`src/rtl/pipe_hazard_ctrl_pkg.sv`:
```
// Shared definitions for the pipeline hazard controller: stage-entry layout,
// forwarding constants and default register-index width.
package pipe_pkg;

  localparam int DEFAULT_REG_ADDR_W = 5;
  localparam int FWD_REGFILE        = 0;

  // Stage entry at the default register width; the top rebuilds the same
  // layout locally so that REG_ADDR_W can be overridden.
  typedef struct packed {
    logic                          valid;
    logic                          reg_write;
    logic [DEFAULT_REG_ADDR_W-1:0] rd;
    logic                          is_load;
  } stage_entry_t;

endpackage

```
`src/rtl/pipe_hazard_ctrl_match.sv`:
```
// Per-source hazard detector: finds the youngest producing stage for one
// source register and derives the stall request and operand-forward select.
module hazard_src_match
  import pipe_pkg::*;
#(
  parameter int STAGES     = 3,
  parameter int REG_ADDR_W = DEFAULT_REG_ADDR_W,
  parameter int LOAD_STAGE = 2,
  parameter int FWD_EN     = 1,
  parameter int RF_BYPASS  = 1,
  parameter int SEL_W      = $clog2(STAGES+1)
) (
  input  logic [STAGES-1:0]                 stg_valid,
  input  logic [STAGES-1:0]                 stg_reg_write,
  input  logic [STAGES-1:0]                 stg_is_load,
  input  logic [STAGES-1:0][REG_ADDR_W-1:0] stg_rd,
  input  logic [REG_ADDR_W-1:0]             src,
  input  logic                              src_used,
  output logic                              hazard,
  output logic [SEL_W-1:0]                  fwd_sel
);

  localparam int STALL_LAST = (RF_BYPASS != 0) ? STAGES - 1 : STAGES;

  logic [STAGES-1:0] match;

  generate
    for (genvar gi = 0; gi < STAGES; gi++) begin : g_match
      assign match[gi] = stg_valid[gi] & stg_reg_write[gi] & (stg_rd[gi] == src)
                         & (src != '0) & src_used;
    end
  endgenerate

  always_comb begin
    hazard  = 1'b0;
    fwd_sel = SEL_W'(FWD_REGFILE);
    if (FWD_EN != 0) begin
      // Walk oldest to youngest so the youngest match has the final say.
      for (int k = STAGES; k >= 1; k--) begin
        if (match[k-1]) begin
          hazard  = stg_is_load[k-1] && (k < LOAD_STAGE);
          fwd_sel = (k == STAGES && RF_BYPASS != 0) ? SEL_W'(FWD_REGFILE) : SEL_W'(k);
        end
      end
    end else begin
      for (int k = 1; k <= STALL_LAST; k++) begin
        if (match[k-1]) hazard = 1'b1;
      end
    end
  end

endmodule

```
`src/rtl/pipe_hazard_ctrl.sv`:
```
// Hazard/forwarding/stall controller: a shadow pipeline of destination tags
// (stage 1 = EX .. STAGES = WB) gates ID issue and steers operand bypasses.
module pipe_hazard_ctrl
  import pipe_pkg::*;
#(
  parameter int STAGES     = 3,
  parameter int REG_ADDR_W = DEFAULT_REG_ADDR_W,
  parameter int LOAD_STAGE = 2,
  parameter int FWD_EN     = 1,
  parameter int RF_BYPASS  = 1,
  parameter int CNT_W      = 16,
  parameter int SEL_W      = $clog2(STAGES+1)
) (
  input  logic                  clk,
  input  logic                  reset,
  input  logic                  id_valid,
  input  logic [REG_ADDR_W-1:0] id_rs1,
  input  logic [REG_ADDR_W-1:0] id_rs2,
  input  logic                  id_rs1_used,
  input  logic                  id_rs2_used,
  input  logic [REG_ADDR_W-1:0] id_rd,
  input  logic                  id_reg_write,
  input  logic                  id_is_load,
  input  logic                  pipe_hold,
  input  logic                  flush,
  output logic                  id_ready,
  output logic                  issue,
  output logic [SEL_W-1:0]      fwd_sel_rs1,
  output logic [SEL_W-1:0]      fwd_sel_rs2,
  output logic                  wb_reg_write,
  output logic [REG_ADDR_W-1:0] wb_rd,
  output logic [CNT_W-1:0]      stall_cnt
);

  typedef struct packed {
    logic                  valid;
    logic                  reg_write;
    logic [REG_ADDR_W-1:0] rd;
    logic                  is_load;
  } entry_t;

  entry_t                           stage_reg [1:STAGES];
  logic   [STAGES-1:0]              stg_valid;
  logic   [STAGES-1:0]              stg_reg_write;
  logic   [STAGES-1:0]              stg_is_load;
  logic   [STAGES-1:0][REG_ADDR_W-1:0] stg_rd;
  logic                             hazard_rs1;
  logic                             hazard_rs2;
  logic                             hazard;
  logic   [CNT_W-1:0]               stall_cnt_reg;

  generate
    for (genvar gi = 0; gi < STAGES; gi++) begin : g_unpack
      assign stg_valid[gi]     = stage_reg[gi+1].valid;
      assign stg_reg_write[gi] = stage_reg[gi+1].reg_write;
      assign stg_is_load[gi]   = stage_reg[gi+1].is_load;
      assign stg_rd[gi]        = stage_reg[gi+1].rd;
    end
  endgenerate

  hazard_src_match #(
    .STAGES(STAGES), .REG_ADDR_W(REG_ADDR_W), .LOAD_STAGE(LOAD_STAGE),
    .FWD_EN(FWD_EN), .RF_BYPASS(RF_BYPASS), .SEL_W(SEL_W)
  ) u_match_rs1 (
    .stg_valid(stg_valid), .stg_reg_write(stg_reg_write), .stg_is_load(stg_is_load),
    .stg_rd(stg_rd), .src(id_rs1), .src_used(id_rs1_used),
    .hazard(hazard_rs1), .fwd_sel(fwd_sel_rs1)
  );

  hazard_src_match #(
    .STAGES(STAGES), .REG_ADDR_W(REG_ADDR_W), .LOAD_STAGE(LOAD_STAGE),
    .FWD_EN(FWD_EN), .RF_BYPASS(RF_BYPASS), .SEL_W(SEL_W)
  ) u_match_rs2 (
    .stg_valid(stg_valid), .stg_reg_write(stg_reg_write), .stg_is_load(stg_is_load),
    .stg_rd(stg_rd), .src(id_rs2), .src_used(id_rs2_used),
    .hazard(hazard_rs2), .fwd_sel(fwd_sel_rs2)
  );

  assign hazard       = hazard_rs1 | hazard_rs2;
  assign id_ready     = ~hazard & ~pipe_hold;
  assign issue        = id_valid & id_ready & ~flush & ~pipe_hold;
  assign wb_reg_write = stage_reg[STAGES].valid & stage_reg[STAGES].reg_write;
  assign wb_rd        = stage_reg[STAGES].rd;
  assign stall_cnt    = stall_cnt_reg;

  always_ff @(posedge clk or posedge reset) begin
    if (reset) begin
      for (int k = 1; k <= STAGES; k++) stage_reg[k] <= '0;
      stall_cnt_reg <= '0;
    end else begin
      if (!pipe_hold) begin
        // A non-issuing cycle (stall, flush or empty ID) injects a clean bubble.
        stage_reg[1] <= issue ? entry_t'{valid: 1'b1, reg_write: id_reg_write,
                                         rd: id_rd, is_load: id_is_load}
                              : '0;
        for (int k = 2; k <= STAGES; k++) stage_reg[k] <= stage_reg[k-1];
      end
      if (id_valid && hazard && !pipe_hold && !flush && (stall_cnt_reg != '1))
        stall_cnt_reg <= stall_cnt_reg + 1'b1;
    end
  end

endmodule
```
`config.mk`:
```
export PLATFORM = sky130hd
export DESIGN_NAME = pipe_hazard_ctrl
export DESIGN_NICKNAME = d
export VERILOG_FILES = /design/src/rtl/pipe_hazard_ctrl_pkg.sv /design/src/rtl/pipe_hazard_ctrl_match.sv /design/src/rtl/pipe_hazard_ctrl.sv
export SDC_FILE = /design/constraint.sdc
export NUM_CORES = 1
export LEC_CHECK = 0
export ABC_AREA = 1
export CAP_MARGIN = 0
export CORE_ASPECT_RATIO = 1.1
export CORE_MARGIN = 1
export CORE_UTILIZATION = 54
export CTS_CLUSTER_SIZE = 25
export DETAILED_ROUTE_END_ITERATION = 10
export GPL_ROUTABILITY_DRIVEN = 0
export PLACE_DENSITY = 0.85
export SYNTH_ARGS = -nofsm -noshare
export SYNTH_HDL_FRONTEND = slang
export SYNTH_SLANG_ARGS = --single-unit
```
`constraint.sdc`:
```
create_clock -name clk -period 3.2 [get_ports clk]
set_input_delay 0.96 -clock clk [delete_from_list [all_inputs] [get_ports clk]]
set_output_delay 0.96 -clock clk [all_outputs]
set_load 0.1 [all_outputs]
```
# == After elaboration in Yosys (flattened, before gate mapping) ==
# Cells that the tools add are included.
# totals
register_bits,38
input_bits,24
out_inout_bits,28
wordCells,55
# classes
add_sub_neg,1
eq_ne,5
n_mux,7
n_bitwise,23
n_reduce_logical,8
# ops
cell,count
$eq A5 B5 Y1,4
$and A1 B1 Y1,19
$add A16 B1 Y16 const B,1
$ne A16 B16 Y1 const B,1
$reduce_bool A5 Y1,2
$mux W2,4
$mux W8,1
$logic_and A1 B1 Y1,4
$not A1 Y1,3
$logic_not A1 Y1,2
$mux W1,2
$or A1 B1 Y1,1

# == Longest topological paths before layout ==
# Gate-level depths: netlist of the first run.
# depth
ltp_word,12
depth_mapped,14
depth_no_buf,13

# == Cells and area by module ==
# Synthesis of the first run repeated with hierarchy kept, for this count alone.
# unflattened
cells_unflattened,387
hier_area_um2,2558.7
# by_module_without_submodules
mod,instances,cells_each,area_each_um2,seq_area_each_um2
pipe_hazard_ctrl,1,257,2003.2,1001.0
hazard_src_match,2,65,277.8,0.0

# == Worst setup path after synthesis of the first run ==
# Ideal clock, no wire load.
# synth_timing
path_kind,input to output
startpoint,input id_rs1[4]
endpoint,output fwd_sel_rs1[1]
arrival_ns,4.854
required_ns,2.240
slack_ns,-2.614
stages,6
n_path_buf,0
cell_sequence,inv_1 nand2_1 nand2_1 nand4_1 nor3_1 nor4_1
# synth_via
elab_chain_cells,6
word_cells_on_any_way,11
classes_between,2 x eq/ne; 2 x mux; 6 x bitwise; 1 x reduce/logical
# synth_lines
element,line_no,rtl
start: declaration,pipe_hazard_ctrl.sv:17,"input logic [REG_ADDR_W-1:0] id_rs1,"
$eq A5 B5 Y1,pipe_hazard_ctrl_match.sv:29,assign match[gi] = stg_valid[gi] & stg_reg_write[gi] & (stg_rd[gi] == src)
$and A1 B1 Y1,pipe_hazard_ctrl_match.sv:29,
$and A1 B1 Y1 (2 in a row),pipe_hazard_ctrl_match.sv:30,& (src != '0) & src_used;
$mux W2,pipe_hazard_ctrl_match.sv:40,if (match[k-1]) begin
$mux W2 (*),pipe_hazard_ctrl_match.sv:40,
end: declaration,pipe_hazard_ctrl.sv:28,"output logic [SEL_W-1:0] fwd_sel_rs1,"
# Mark *: on every way between the ends. The rest lies on a longest branch, timed or not.

# == Final worst setup path of the first run ==
# layout_timing
startpoint,input id_rs2[2]
endpoint,output issue
# layout_via
elab_chain_cells,11
word_cells_on_any_way,12
classes_between,1 x eq/ne; 1 x mux; 9 x bitwise; 1 x reduce/logical
# layout_lines
element,line_no,rtl
start: declaration,pipe_hazard_ctrl.sv:18,"input logic [REG_ADDR_W-1:0] id_rs2,"
$eq A5 B5 Y1,pipe_hazard_ctrl_match.sv:29,
$and A1 B1 Y1,pipe_hazard_ctrl_match.sv:29,
$and A1 B1 Y1 (*) (2 in a row),pipe_hazard_ctrl_match.sv:30,
$mux W1 (*),pipe_hazard_ctrl_match.sv:40,
$or A1 B1 Y1 (*),pipe_hazard_ctrl.sv:79,assign hazard = hazard_rs1 | hazard_rs2;
$not A1 Y1 (*),pipe_hazard_ctrl.sv:80,assign id_ready = ~hazard & ~pipe_hold;
$and A1 B1 Y1 (*),pipe_hazard_ctrl.sv:80,
$and A1 B1 Y1 (*) (3 in a row),pipe_hazard_ctrl.sv:81,assign issue = id_valid & id_ready & ~flush & ~pipe_hold;
end: declaration,pipe_hazard_ctrl.sv:27,"output logic issue,"
# Marked as above.

==> out/qor.log, run 1 <==
qor: sta.worst_slack 0.0220 ns
qor: logic_synthesis.synth.avg_cell_area 7.79 sq um
qor: critical_path.worstPathMaxFanout 3
qor: cells_and_area.net_count_final 387
qor: cts.worst_setup_hold_path_clk_slew 0.08 ns
qor: critical_path.startpoint_type primary input
qor: sta.grt_setup_unrepaired true
qor: status.outcome finished clean
qor: placed_design.placedCellCount 403
qor: die.core_box_area 0.00399 sq mm
qor: critical_path.timing.setup.critical_path_class in2out
qor: cts.clkSinkCount 38
qor: logic_synthesis.syn_inst 292
qor: placed_design.detailedPlace.worstSlack -0.301 ns
qor: critical_path.worst_ep_arrival_time 2.22 ns
qor: power.peakVddDrop 0.268 mV
qor: critical_path.top_delay_family_on_crit_path buffers and inverters
qor: placed_design.io_buffer_count 51
qor: die.vertical_die_dimension 70.1 microns
qor: cells_and_area.insertedDiodeCount 0
qor: sta.final_max_slew_viol_count 0
qor: global_route.grt_antenna_before_repair 0
qor: routing.drt_first_iter_violations 104
qor: routing.dr.pass1.iters 4
qor: cts.cell_at_the_root_of_the_clock_tree sky130_fd_sc_hd__clkbuf_8
qor: logic_synthesis.number_of_synthesized_register_bits 38
qor: sta.min_period_over_period 0.993
qor: cells_and_area.fin_cells 415
qor: power.power 0.00114 W
qor: critical_path.critical-path-max-stage-delay 0.25 ns
qor: placed_design.place.detailed.hpwl 3940 microns
qor: global_route.maximum_number_of_pins_on_one_net_before_global_route_repair 39
qor: logic_synthesis.synth_top_area_share 0.418
qor: flow_run.drv_cap 0
qor: routing.routed_wire_length_per_instance 13.0 microns
qor: cells_and_area.number_of_flip_flops_under_the_largest_register_name 17
qor: min_path.hold_path_class reg2reg
qor: critical_path.setup.worst_path.end_class primary output
qor: cells_and_area.post_route_cells_drive_above_1_share 0.325
qor: global_route.groute.usage.overall 0.273
qor: critical_path.cp_common_cell sky130_fd_sc_hd__nand2_1
qor: power.power.density_cell_area 361 mW/mm^2
qor: sta.fin_crit_period 3.18 ns
qor: die.fp.dieArea 0.00447 sq mm
qor: logic_synthesis.synth_sequential_area_ratio 0.418
qor: logic_synthesis.synth_flop_cell sky130_fd_sc_hd__dfrtp_1
qor: logic_synthesis.syn-cell-area 0.00227 sq mm
qor: global_route.grt_first_pass_wirelength 9420 microns
qor: sta.finalHoldViolations 0
qor: logic_synthesis.syn-num-nets 317
qor: cells_and_area.finalCoreUtilization 0.789
qor: critical_path.timing.critical_path.required 2.24 ns
qor: cts.worst_skew_pair.late_latency 0.29 ns
qor: cts.cts_hold_repair.buffers 0
qor: global_route.grt.overflow.total 0
qor: routing.detail-route-antenna-nets 0
qor: critical_path.critPathSlowestCell sky130_fd_sc_hd__clkdlybuf4s15_2
qor: cells_and_area.syn_to_final_growth 38.7%
qor: routing.via_per_inst 5.03
qor: power.power.static_leakage 1.59 nW
qor: logic_synthesis.synth_top_cell_by_area sky130_fd_sc_hd__dfrtp_1
qor: routing.drc 0
qor: global_route.grt_pass1_vias 2,147
qor: sta.fin_worst_skew 0.00850 ns
qor: cts.cts_made_buffers 5
qor: die.ios 52
qor: cts.maximum_number_of_buffers_from_clock_root_to_sink 2
qor: die.floorplan.initialDensity 0.569
qor: routing.vias 2,089
qor: sta.fmaxAchievable 315 MHz
qor: logic_synthesis.number_of_warnings_printed_during_yosys_synthesis 0
qor: die.floorplan.rows 24
qor: critical_path.critPathBufInv 5
qor: routing.routed_wl 5380 microns
qor: cts.cts.htree.levels 2
qor: logic_synthesis.number_of_enable_flip_flop_cells_after_synthesis 0
qor: sta.setup_violations 0
qor: logic_synthesis.ys_top_cells_by_area sky130_fd_sc_hd__dfrtp_1 (42%), sky130_fd_sc_hd__nand2_1 (15%), sky130_fd_sc_hd__inv_1 (7.6%)
qor: sta.max_slew.worst_pin.slew 0.485 ns
qor: die.dieWidth 63.9 microns
qor: sta.slew_headroom 0.677
qor: logic_synthesis.synth.lib_cells_used.distinct 32
qor: logic_synthesis.synth_async_sr_flop_share 1.00
qor: critical_path.cell_by_cell_trace_of_the_critical_path clkdlybuf4s15_2, inv_8, nand2_1, nand2_1, nand2_1, nor2_2, nand2_2, buf_4, nand2_4, nand2_4, nand2_2, clkinv_2, buf_12
qor: cts.cts_tree yes
where the power goes:
group	leakage, nW	internal [W]	switching (W)
logic	1.05	0.0000758	0.000134
clock network	0.0579	0.000230	0.000178
registers	0.477	0.000501	0.0000188
layout make-up:
cell class,count,area [sq um]
multi-input combinational,191,1140
sequential,38,951
fill,293,841
timing repair buffer,75,668
inverter,51,221
clock buffer,5,68.8
tap,52,65.1
clock inverter,3,40.0
synthesized netlist by cell type (5+ instances only):
cell and instances:
sky130_fd_sc_hd__nand2_1 93, sky130_fd_sc_hd__inv_1 46, sky130_fd_sc_hd__dfrtp_1 38, sky130_fd_sc_hd__o21ai_0 18, sky130_fd_sc_hd__nand4_1 10, sky130_fd_sc_hd__nand3_1 9
sky130_fd_sc_hd__xnor2_1 9, sky130_fd_sc_hd__xor2_1 8, sky130_fd_sc_hd__nand2_2 6, sky130_fd_sc_hd__nor2_1 6, sky130_fd_sc_hd__a21oi_1 5, sky130_fd_sc_hd__buf_4 5
cell usage in the layout, fill, tap and decap left out, drive strengths merged:
| master | netlist | layout |
|---|---|---|
| o21ai | 19 | 19 |
| xor2 | 8 | 8 |
| dlygate4sd2 | 0 | 2 |
| a21oi | 5 | 5 |
| inv | 50 | 49 |
| clkdlybuf4s50 | 0 | 11 |
| bufinv | 0 | 1 |
| nor4 | 4 | 4 |
| clkinv | 1 | 3 |
| nand4 | 10 | 10 |
| nand3 | 13 | 13 |
| xnor2 | 9 | 9 |
| clkbuf | 3 | 8 |
| or2 | 1 | 1 |
| buf | 9 | 57 |
| nand2 | 102 | 102 |
| nor3 | 5 | 5 |
| clkinvlp | 0 | 1 |
| clkdlybuf4s15 | 0 | 2 |
| dfrtp | 38 | 38 |
| and3 | 1 | 1 |
| ha | 1 | 1 |
| nor2 | 13 | 13 |
tightest hold or removal path, stage by stage, from the launching register on:
cell and delay [ns]:
sky130_fd_sc_hd__dfrtp_1 0.35, sky130_fd_sc_hd__nand2_1 0.05, sky130_fd_sc_hd__o21ai_0 0.06
cells by family after synthesis:
logic type	count (synthesis)	synth area share
AND/OR/NAND/NOR	149	0.331
AO/OA/AOI/OAI	24	0.0528
adder cells (fa/ha/maj)	1	0.00550
XOR/XNOR	17	0.0655
flip-flops	38	0.418
buffers and inverters	63	0.127
repair_timing:
item	in CTS	in global routing
endpoints found under the hold margin	0	0
pin swaps	18	7
endpoints found under the setup margin	6	5
buffers inserted	5	0
resized for setup	40	13
final timing paths:
check / from / end / slack, ns / cells past startpoint
hold / removal: wb_rd[0] / wb_rd[0] / 0.49 / 2
hold reg to reg: wb_rd[0] / wb_rd[0] / 0.49 / 2
setup reg to reg: stage_reg[20] / stall_cnt[4] / 1.20 / 13
min in group asynchronous: reset / stall_cnt[6] / 1.08 / 3
setup / recovery: id_rs2[2] / issue / 0.02 / 13
max in group asynchronous: reset / stall_cnt[0] / 1.78 / 3
per-layer routing:
metal,vias up,share of wire,GRT usage
met4,0,0.019,0.0909
li1,1033,-,-
met3,10,0.038,0.0507
met5,-,0,0
met2,56,0.54,0.499
met1,990,0.40,0.313
stage by stage:
stage | hold WS [ns] | TNS [ns] | cell area, sq um
after global placement | 0.463 | -1.28 | 3010
after CTS | 0.491 | 0 | 3160
final | 0.490 | 0 | 3150
after detailed placement | 0.470 | -1.44 | 3010
after global routing | 0.503 | -0.0446 | 3150
after floorplan | 0.449 | -1.03 | 2380
(Power assumes the default switching activity.)
==> run 2: changes to the inputs <==
- CORE_UTILIZATION: 54 -> 50
- PLACE_DENSITY: 0.85 -> 0.8
- clock period: 3.2 -> 3.6 ns (I/O delays scaled with it)
==> run 2 against run 1 <==
  * Global-route usage fell by 3.0 points
  * Critical path type unchanged
  * Cell count down 0.24%
  * Die area up 7.8%
  * Clock power is 32% lower
  * Combinational power is 12% lower
  * Highest routed layer unchanged
==> out/qor.log, run 2 (synthesis gave the netlist of run 1 again) <==
qor: cts.cts_tree yes [unchanged]
qor: routing.dr.pass1.iters 4 [unchanged]
qor: sta.slew_headroom 0.676 [was 0.677]
qor: cells_and_area.net_count_final 385 [was 387]
qor: critical_path.critPathBufInv 2 [was 5]
qor: sta.fin_crit_period 3.58 ns
qor: global_route.grt_antenna_before_repair 0 [unchanged]
qor: critical_path.worst_ep_arrival_time 2.50 ns [was 2.22 ns]
qor: cells_and_area.combined_area_of_the_multi_input_logic_cells 0.00113 sq mm [was 0.00114 sq mm]
qor: sta.final_max_slew_viol_count 0 [unchanged]
qor: cts.cts_hold_repair.buffers 0 [unchanged]
qor: cts.clkSinkCount 38 [unchanged]
qor: cts.cts_made_buffers 5 [unchanged]
qor: die.core_box_area 0.00432 sq mm [was 0.00399 sq mm]
qor: global_route.grt_first_pass_wirelength 8820 microns [was 9420 microns]
qor: routing.detail-route-antenna-nets 0 [unchanged]
qor: placed_design.detailedPlace.worstSlack -0.166 ns [was -0.301 ns]
qor: die.fp.dieArea 0.00482 sq mm [was 0.00447 sq mm]
qor: cells_and_area.post_route_cells_drive_above_1_share 0.292 [was 0.325]
qor: sta.fin_worst_skew 0.00475 ns [was 0.00850 ns]
qor: global_route.grt_pass1_vias 2,021 [was 2,147]
qor: power.peakVddDrop 0.238 mV [was 0.268 mV]
qor: routing.routed_wl 5300 microns [was 5380 microns]
qor: sta.finalSetupTns 0 ns [unchanged]
qor: cells_and_area.mostFrequentLayoutCell sky130_fd_sc_hd__nand2_1 [unchanged]
qor: cells_and_area.number_of_flip_flops_under_the_largest_register_name 17 [unchanged]
qor: critical_path.timing.setup.critical_path_class in2out [unchanged]
qor: cells_and_area.fin_cells 414 [was 415]
qor: routing.vias 2,050 [was 2,089]
qor: routing.drt_first_iter_violations 114 [was 104]
qor: critical_path.worstPathMaxFanout 3 [unchanged]
qor: cells_and_area.mostFrequentLayoutCells sky130_fd_sc_hd__nand2_1 (91), sky130_fd_sc_hd__buf_4 (42), sky130_fd_sc_hd__inv_1 (40) [was sky130_fd_sc_hd__nand2_1 (89), sky130_fd_sc_hd__buf_4 (46), sky130_fd_sc_hd__inv_1 (39)]
qor: cts.cell_at_the_root_of_the_clock_tree sky130_fd_sc_hd__clkbuf_8 [unchanged]
qor: die.dieWidth 66.3 microns [was 63.9 microns]
qor: cells_and_area.layout.area.seq 951 sq um [unchanged]
qor: cells_and_area.fillers 356 [was 293]
qor: routing.routed_wire_length_per_instance 12.8 microns [was 13.0 microns]
qor: global_route.groute.usage.overall 0.243 [was 0.273]
qor: sta.worst_slack 0.0157 ns [was 0.0220 ns]
qor: sta.min_period_over_period 0.996
qor: sta.max_slew.worst_pin.slew 0.486 ns [was 0.485 ns]
qor: critical_path.top_delay_family_on_crit_path buffers and inverters [unchanged]
qor: critical_path.setup.worst_path.end_class primary output [unchanged]
qor: critical_path.critical-path-max-stage-delay 0.33 ns [was 0.25 ns]
qor: routing.via_per_inst 4.95 [was 5.03]
qor: cells_and_area.insertedDiodeCount 0 [unchanged]
qor: cts.cts.htree.levels 2 [unchanged]
qor: die.floorplan.initialDensity 0.527 [was 0.569]
qor: power.power 0.000924 W [was 0.00114 W]
qor: cts.worst_skew_pair.late_latency 0.29 ns [about the same]
qor: die.ios 52 [unchanged]
qor: status.outcome finished clean [unchanged]
qor: power.power.static_leakage 1.57 nW [was 1.59 nW]
qor: cts.worst_setup_hold_path_clk_slew 0.07 ns [was 0.08 ns]
qor: placed_design.place.detailed.hpwl 3900 microns [was 3940 microns]
qor: placed_design.placedCellCount 401 [was 403]
qor: die.floorplan.rows 25 [was 24]
qor: critical_path.cell_by_cell_trace_of_the_critical_path dlygate4sd2_1, xor2_1, a21oi_1, nand4_1, nor4_4, buf_12 [was clkdlybuf4s15_2, inv_8, nand2_1, nand2_1, nand2_1, nor2_2, nand2_2, buf_4, nand2_4, nand2_4, nand2_2, clkinv_2, buf_12]
qor: cells_and_area.syn_to_final_growth 37.5% [was 38.7%]
qor: critical_path.critPathSlowestCell sky130_fd_sc_hd__dlygate4sd2_1 [was sky130_fd_sc_hd__clkdlybuf4s15_2]
qor: power.power.density_cell_area 296 mW/mm^2 [was 361 mW/mm^2]
qor: routing.drc 0 [unchanged]
qor: cts.maximum_number_of_buffers_from_clock_root_to_sink 2 [unchanged]
qor: flow_run.drv_cap 0 [unchanged]
qor: sta.fmaxAchievable 279 MHz
qor: die.vertical_die_dimension 72.7 microns [was 70.1 microns]
qor: min_path.hold_path_class reg2reg [unchanged]
qor: global_route.grt.overflow.total 0 [unchanged]
qor: critical_path.startpoint_type primary input [unchanged]
qor: global_route.maximum_number_of_pins_on_one_net_before_global_route_repair 39 [unchanged]
qor: sta.setup_violations 0 [unchanged]
qor: placed_design.io_buffer_count 51 [unchanged]
qor: sta.finalHoldViolations 0 [unchanged]
qor: critical_path.timing.critical_path.required 2.52 ns [was 2.24 ns]
run 2: cell types whose count changed in the layout (fill, tap and decap cells not counted), moves of 2 or more:
cell	change
sky130_fd_sc_hd__buf_2	-3
sky130_fd_sc_hd__dlygate4sd2_1	+5
sky130_fd_sc_hd__nand2_1	+2
sky130_fd_sc_hd__clkdlybuf4s15_2	-2
sky130_fd_sc_hd__nand2_2	-3
sky130_fd_sc_hd__buf_4	-4
run 2: metrics by stage:
stage | util | hold WS, ns | cell area, sq um
2_1_floorplan | - | 0.449 | 2380
3_3_place_gp | 0.694 | 0.465 | 3000
3_5_place_dp | 0.694 | 0.470 | 3000
4_1_cts | 0.721 | 0.487 | 3110
5_1_grt | 0.724 | 0.503 | 3130
6_report | 0.724 | 0.482 | 3130
run 2: power breakdown:
group,total [W],switching (W),internal [W]
Clock,0.000277,0.000148,0.000130
Combinational,0.000185,0.000118,0.0000666
Sequential,0.000462,0.0000166,0.000445
run 2: path summary, 6_finish.rpt:
check	slack (ns)	depth (start not counted)	startpoint	to
worst max-delay path	0.02	6	id_rs2[2]	fwd_sel_rs2[1]
worst min-delay path	0.48	2	stage_reg[6]	stage_reg[6]
worst max register to register	1.51	12	stage_reg[17]	stall_cnt[12]
worst min register to register	0.48	2	stage_reg[6]	stage_reg[6]
max in group asynchronous	2.06	3	reset	stall_cnt[5]
min in group asynchronous	1.20	3	reset	wb_rd[3]
run 2: worst reg2reg max path: stages, from the launching register on:
cell	delay, ns
sky130_fd_sc_hd__dfrtp_1	0.43
sky130_fd_sc_hd__xnor2_1	0.19
sky130_fd_sc_hd__nand2_1	0.09
sky130_fd_sc_hd__nor2_2	0.13
sky130_fd_sc_hd__nand2_2	0.08
sky130_fd_sc_hd__buf_4	0.14
sky130_fd_sc_hd__nand2_4	0.08
sky130_fd_sc_hd__nand2_4	0.06
sky130_fd_sc_hd__buf_4	0.16
sky130_fd_sc_hd__nor2_8	0.27
sky130_fd_sc_hd__nand2_1	0.16
sky130_fd_sc_hd__o21ai_1	0.14
sky130_fd_sc_hd__inv_1	0.05
run 2: layout make-up:
cell class	count	share of cell area
timing repair buffer	73	0.215
multi-input combinational	191	0.362
tap	54	0.0216
clock inverter	2	0.00320
inverter	51	0.0720
clock buffer	5	0.0220
sequential	38	0.304
run 2: what timing repair did:
item	4_1_cts	5_1_grt
gates resized for setup	20	10
pin swaps	9	7
setup buffers	3	3
endpoints found under the setup margin	6	4
run 2: routing by layer:
| metal | vias up | global-route usage | wire [microns] |
|---|---|---|---|
| li1 | 1028 | - | - |
| met1 | 944 | 0.282 | 2110 |
| met2 | 67 | 0.431 | 2780 |
| met3 | 11 | 0.0484 | 284 |
| met4 | 0 | 0.106 | 120 |
| met5 | - | 0 | 0 |
